<file path="src/rtl/clock_divider_prog_if.sv">
// clock_divider_prog_if: divisor load strobe and divided-clock status bundle for clock_divider_prog.
interface clock_divider_prog_if #(
   parameter int W = 8
);
   logic [W-1:0] div_i;
   logic         div_vld_i;
   logic         clk_div_o;
   logic         tick_o;
   logic         div_pend_o;
   logic         err_o;
   modport master (output div_i, div_vld_i, input clk_div_o, tick_o, div_pend_o, err_o);
   modport slave  (input div_i, div_vld_i, output clk_div_o, tick_o, div_pend_o, err_o);
endinterface

</file>
<file path="src/rtl/clock_divider_prog.sv">
// clock_divider_prog: runtime-programmable integer clock divider, divisor changes land on period boundaries.
// CLKDIV_ODD_DUTY50_EN adds a falling-edge stage that gives odd divisors a 50% duty cycle.
module clock_divider_prog #(
   parameter int TCQ       = 1,
   parameter int W         = 8,
   parameter int C_DIV_RST = 10
) (
   input logic                 clk_i,
   input logic                 rst_i,
   clock_divider_prog_if.slave bus
);
   logic [W-1:0] cnt, div_q, pend_q;
   logic         pend_vld, clk_div_q, tick_q, err_q, wrap, legal;
   if (C_DIV_RST < 2 || C_DIV_RST > 2**W - 1 || TCQ < 0) begin : g_bad_param
      $error("clock_divider_prog: illegal parameter value");
   end
   assign wrap  = cnt == div_q - 1'b1;
   assign legal = bus.div_vld_i && bus.div_i > W'(1);
   // A load on the boundary cycle goes straight into the active divisor.
   always_ff @(posedge clk_i or posedge rst_i)
      if (rst_i) begin
         cnt       <= '0;
         div_q     <= W'(C_DIV_RST);
         pend_q    <= '0;
         pend_vld  <= 1'b0;
         clk_div_q <= 1'b0;
         tick_q    <= 1'b0;
         err_q     <= 1'b0;
      end else begin
         cnt       <= wrap ? '0 : cnt + 1'b1;
         clk_div_q <= cnt < (div_q >> 1);
         tick_q    <= cnt == '0;
         err_q     <= bus.div_vld_i && !legal;
         if (wrap) begin
            div_q    <= legal ? bus.div_i : pend_vld ? pend_q : div_q;
            pend_vld <= 1'b0;
         end else if (legal) begin
            pend_q   <= bus.div_i;
            pend_vld <= 1'b1;
         end
      end
`ifdef CLKDIV_ODD_DUTY50_EN
   logic neg_q;
   always_ff @(negedge clk_i or posedge rst_i)
      if (rst_i) neg_q <= 1'b0;
      else neg_q <= clk_div_q;
   // div_q only changes on a boundary, where both terms are already low.
   assign bus.clk_div_o = clk_div_q | (div_q[0] & neg_q);
`else
   assign bus.clk_div_o = clk_div_q;
`endif
   assign bus.tick_o     = tick_q;
   assign bus.div_pend_o = pend_vld;
   assign bus.err_o      = err_q;
endmodule

</file>
<file path="src/flat_wrapper.sv">
// flat-port wrapper written by rule: the top's interface ports become plain ports
module clock_divider_prog_flat 
#(
   parameter int TCQ       = 1,
   parameter int W         = 8,
   parameter int C_DIV_RST = 10
)
  (clk_i, rst_i, bus_div_i, bus_div_vld_i, bus_clk_div_o, bus_tick_o, bus_div_pend_o, bus_err_o);
  clock_divider_prog_if #(.W(W)) bus_i ();
  input logic clk_i;
  input logic rst_i;
  input wire logic [$bits(bus_i.div_i)-1:0] bus_div_i;
  input wire logic [$bits(bus_i.div_vld_i)-1:0] bus_div_vld_i;
  output wire logic [$bits(bus_i.clk_div_o)-1:0] bus_clk_div_o;
  output wire logic [$bits(bus_i.tick_o)-1:0] bus_tick_o;
  output wire logic [$bits(bus_i.div_pend_o)-1:0] bus_div_pend_o;
  output wire logic [$bits(bus_i.err_o)-1:0] bus_err_o;
  assign bus_i.div_i = bus_div_i;
  assign bus_i.div_vld_i = bus_div_vld_i;
  assign bus_clk_div_o = bus_i.clk_div_o;
  assign bus_tick_o = bus_i.tick_o;
  assign bus_div_pend_o = bus_i.div_pend_o;
  assign bus_err_o = bus_i.err_o;
  clock_divider_prog #(.TCQ(TCQ), .W(W), .C_DIV_RST(C_DIV_RST)) u_core (.clk_i(clk_i), .rst_i(rst_i), .bus(bus_i));
endmodule
</file>
<file path="config.mk">
export PLATFORM = sky130hd
export DESIGN_NAME = clock_divider_prog_flat
export DESIGN_NICKNAME = d
export VERILOG_FILES = /design/src/rtl/clock_divider_prog_if.sv /design/src/rtl/clock_divider_prog.sv /design/src/flat_wrapper.sv
export SDC_FILE = /design/constraint.sdc
export NUM_CORES = 1
export LEC_CHECK = 0
export CORE_MARGIN = 5
export CORE_UTILIZATION = 40
export DETAILED_ROUTE_END_ITERATION = 10
export GPL_TIMING_DRIVEN = 0
export SLEW_MARGIN = 20
export SYNTH_ARGS = -nofsm -noshare
export SYNTH_HDL_FRONTEND = slang
export SYNTH_SLANG_ARGS = --single-unit
export TNS_END_PERCENT = 100
</file>
<file path="constraint.sdc">
create_clock -name clk_i -period 4 [get_ports clk_i]
set_clock_uncertainty 0.2 [all_clocks]
set_input_delay 1.2 -clock clk_i [delete_from_list [all_inputs] [get_ports clk_i]]
set_output_delay 1.2 -clock clk_i [all_outputs]
set_load 0.03 [all_outputs]
</file>
# Word level (Yosys, flattened, before mapping)
# Cells that the tools add are included.
[word_totals]
out_inout_bits = 4
reg_bits = 28
input_bits = 11
elab_cells = 26
[classes]
mux = 5
n_addsub = 2
eq_ne = 1
bitwise = 1
order_cmp = 2
reduce_logical = 8
[op_table]
columns = ["op", "n"]
rows = [
  ["$mux W8", 3],
  ["$add A8 B1 Y8 const B", 1],
  ["$eq A8 B8 Y1", 1],
  ["$gt A8 B1 Y1 const B", 1],
  ["$logic_not A8 Y1", 1],
  ["$lt A8 B7 Y1", 1],
  ["$sub A8 B1 Y8 const B", 1],
  ["$reduce_and A2 Y1", 2],
  ["$reduce_bool A2 Y1", 2],
  ["$logic_and A1 B1 Y1", 2],
  ["$mux W1", 2],
  ["$logic_not A1 Y1", 1],
  ["$not A1 Y1", 1],
]

# Depth between registers and ports, before layout
[depth]
depth_word = 4
depth_mapped = 9
depth_no_buf = 8

# Worst setup path after synthesis
# No wires, ideal clock.
[synth_path]
kind = "register -> register"
from = "register u_core.div_q[2]"
to = "register u_core.pend_q[0]"
setup_slack_ps = 1398
period_less_slack_ps = 2602
required_time_ps = 3673
n_path_buf = 1
t_arrival_ps = 2274
setup_ps = 127
stages_incl_launch_ff = 8
path_cell_list = "dfrtp_1 or3_4 o31a_1 or4_1 o211ai_2 a21o_1 buf_6 mux2_1"
[synth_between]
elab_chain_cells = 4
[synth_rtl]
columns = ["item", "line", "rtl"]
rows = [
  ["start: declaration", "clock_divider_prog.sv:12", "logic [W-1:0] cnt, div_q, pend_q;"],
  ["start signal: assignment", "clock_divider_prog.sv:23", "div_q <= W'(C_DIV_RST);"],
  ["start signal: assignment", "clock_divider_prog.sv:35", "div_q <= legal ? bus.div_i : pend_vld ? pend_q : div_q;"],
  ["$sub A8 B1 Y8", "clock_divider_prog.sv:17", "assign wrap = cnt == div_q - 1'b1;"],
  ["$eq A8 B8 Y1", "clock_divider_prog.sv:17", ""],
  ["$not A1 Y1 (no line)", "-", ""],
  ["$reduce_and A2 Y1 (no line)", "-", ""],
  ["end signal: assignment", "clock_divider_prog.sv:38", "pend_q <= bus.div_i;"],
  ["end: declaration", "clock_divider_prog.sv:12", ""],
]
# No other way between the ends.
# A chain may end at the register's enable or synchronous reset.

# Worst setup path in the final report
[layout_path]
from = "input port bus_div_i[3]"
to = "register u_core.div_q[1]"
[layout_between]
elab_chain_cells = 4
elab_cells_between_ends = 5
classes_between = "order compare (1); mux (1); reduce/logical (3)"
[layout_rtl]
columns = ["item", "line", "rtl"]
rows = [
  ["start: declaration", "flat_wrapper.sv:12", "input wire logic [$bits(bus_i.div_i)-1:0] bus_div_i;"],
  ["$gt A8 B1 Y1 *", "clock_divider_prog.sv:18", "assign legal = bus.div_vld_i && bus.div_i > W'(1);"],
  ["$logic_and A1 B1 Y1 *", "clock_divider_prog.sv:18", ""],
  ["$reduce_bool A2 Y1 (no line)", "-", ""],
  ["$reduce_and A2 Y1 (no line)", "-", ""],
]
# Every way passes the cells marked *; elsewhere a longest branch is shown, timed or not.

==> flow_summary.json <==
{
  "status": "finished clean",
  "drv_cap": 0,
  "post_cts_buffers": 0,
  "drt_iter0_drc": 75,
  "worst_slew_pin_slew_ps": 581,
  "worstPathRequired_ps": 4000,
  "startpoint_type": "primary input",
  "r2r_slack_ps": 1200,
  "synth_edf_count": 0,
  "finalSetupViolations": 0,
  "leakage_nw": 0.836,
  "arrival_ps": 2920,
  "dpl.hpwl_um": 2470,
  "layout_worst_path_cycle_share_pct": 73.0,
  "yosys.area.top_type_share_pct": 40.1,
  "setup-tns-final_ps": 0,
  "clock-sinks": 28,
  "wl_per_cell_um": 14.7,
  "remaining_drc_errors": 0,
  "synth_seq_area_share_pct": 43.4,
  "fin_nets": 196,
  "cts_buffers": 3,
  "ys_seq_elements": 28,
  "yosys-top-cells-area": "dfrtp_1 40%, ha_1 6.9%, xnor2_1 4.9%",
  "multiInputGateArea_um2": 831,
  "synth_warnings": 0,
  "slew-limit-headroom_pct": 61.2,
  "max_freq_mhz": 343,
  "grt-ovfl-total": 0,
  "crit_fanout": 7,
  "detail-route-antenna-nets": 0,
  "cts_tree": "yes",
  "grt_max_degree": 29,
  "worstSetupEndpointType": "flip-flop",
  "post_route_cells_drive_above_1_share_pct": 8.57,
  "clkTransAtPathRegs_ps": 90,
  "htree_levels": 1,
  "holdBufCountCts": 0,
  "dieArea_um2": 5430,
  "io_pins": 15,
  "power.density_nw_per_um2": 695,
  "clockBufferDepth": 2,
  "num_antenna_cells": 0,
  "hold_viol": 0,
  "yosysMostFrequentCell": "dfrtp_1",
  "die_h_um": 73.7,
  "min_path_type": "flip-flop to flip-flop",
  "cts-resized-gates": 0,
  "synthTopCellsByCount": "26 x dfrtp_1, 13 x inv_1, 12 x nor2_1, 9 x ha_1, 9 x xnor2_1",
  "rsz0062_at_grt": "no",
  "n_fill_cell": 381,
  "gp_congestion": 0.851,
  "syn_inst": 157,
  "regArea_um2": 703,
  "cts-root-buf": "clkbuf_8",
  "yosysUniqueCellTypes": 38,
  "via_count": 1203,
  "core_area_um2": 3970,
  "synth_ff_type": "dfrtp_1",
  "grt_antenna_before_repair": 0,
  "synth_nets": 177,
  "wl_um": 3310,
  "grt_pass1_vias": 1226,
  "die_x_um": 73.7,
  "fin_util_pct": 47.3,
  "grt_usage_pct": 13.6,
  "syn-cell-area_um2": 1620,
  "initial_core_util_pct": 40.8,
  "yosys.area.top_type": "dfrtp_1",
  "syn_to_final_growth_pct": 15.9,
  "grt_pass1_wl_um": 5830,
  "worstSetupPathType": "primary input to flip-flop",
  "dr.pass1.iters": 4,
  "synth_area_per_cell_um2": 10.3,
  "min_period_ps": 2920,
  "ir_worst_vdd_mv": 0.355,
  "async_reset_ff_share_pct": 100,
  "slew_viol_final": 0,
  "port_buffers": 14,
  "clock_latency_ps": 270,
  "vias_per_cell": 5.35,
  "fp-row-count": 23
}
## registers in the layout, summed over array words and instances (netlist names)
name	flops
u_core.bus.clk_div_o	1
u_core.pend_q	8
u_core.bus.err_o	1
u_core.bus.div_pend_o	1
u_core.bus.tick_o	1
u_core.cnt	8
u_core.div_q	8
## final cells by class
type	instances	area share (%)
multi-input combinational	110	44.2
inverter	13	2.60
timing repair buffer	14	7.46
tap	50	3.33
clock buffer	4	2.93
buffer	6	2.06
sequential	28	37.4
## layout by cell type (no fill, tap or decap), types with 2 or more instances in the layout
cell              n
dfrtp_1          26
clkdlybuf4s50_1  14
nor2_1           12
inv_1            12
xnor2_1           9
ha_1              9
o2bb2ai_1         8
xor2_1            7
and3_1            7
a21o_1            6
nand2_1           5
nor4_1            4
a22oi_1           4
a32o_1            4
nand3_1           4
clkbuf_8          4
nor3_1            3
and2_1            3
clkbuf_1          3
o21ai_0           3
mux2_1            3
a21oi_1           3
nand3b_1          2
buf_6             2
dfstp_2           2
## final timing paths
| check | start | cells after the start | to |
|---|---|---|---|
| worst max register to register | u_core.div_q[2] | 7 | u_core.pend_q[4] |
| worst max-delay path | bus_div_i[3] | 7 | u_core.div_q[1] |
| min in group asynchronous | rst_i | 2 | u_core.cnt[7] |
| max in group asynchronous | rst_i | 2 | u_core.cnt[1] |
| worst min-delay path | u_core.pend_q[0] | 1 | u_core.pend_q[0] |
| worst min register to register | u_core.pend_q[0] | 1 | u_core.pend_q[0] |
## routing by layer
| metal | global-route usage, % | vias up | wire [um] |
|---|---|---|---|
| met5 | 0 | - | 0 |
| met4 | 3.62 | 0 | 25 |
| met3 | 1.92 | 4 | 67 |
| met2 | 21.3 | 10 | 1510 |
| met1 | 19.8 | 592 | 1710 |
| li1 | - | 597 | - |
## report_power, final
| group | internal (mW) | total (mW) | switching (mW) | leakage (nW) |
|---|---|---|---|---|
| Combinational | 0.317 | 0.621 | 0.305 | 0.474 |
| Sequential | 0.381 | 0.510 | 0.129 | 0.333 |
| Clock | 0.0881 | 0.174 | 0.0858 | 0.0288 |
## per-stage QoR
| step | worst slack, ps | power (mW) | area (um2) | hold WS (ps) | cells |
|---|---|---|---|---|---|
| floorplan | 1400 | 0.981 | 1620 | 251 | 157 |
| global placement | 802 | 1.11 | 1820 | 266 | 221 |
| detailed placement | 812 | 1.14 | 1820 | 273 | 221 |
| CTS | 1090 | 1.32 | 1880 | 297 | 225 |
| global route | 912 | 1.43 | 1880 | 308 | 225 |
| finish | 1080 | 1.31 | 1880 | 292 | 225 |
## logic make-up (layout without fill, tap and decap cells)
group	after synthesis	after routing	share of synthesized area (%)
xor+xnor	16	16	8.64
mux	3	3	2.08
buf+inv	19	37	5.40
simple gates	48	48	17.0
flops	28	28	43.4
compound gates	34	34	16.6
fa+ha+maj	9	9	6.94
## worst max-delay path, stage by stage
cell	delay, ps
clkdlybuf4s50_1	440
nor4_1	370
nand2_1	120
and2_1	200
nor2_1	150
nand3b_1	280
o2bb2ai_1	160
Note: power is estimated with default switching activity, not from simulation.
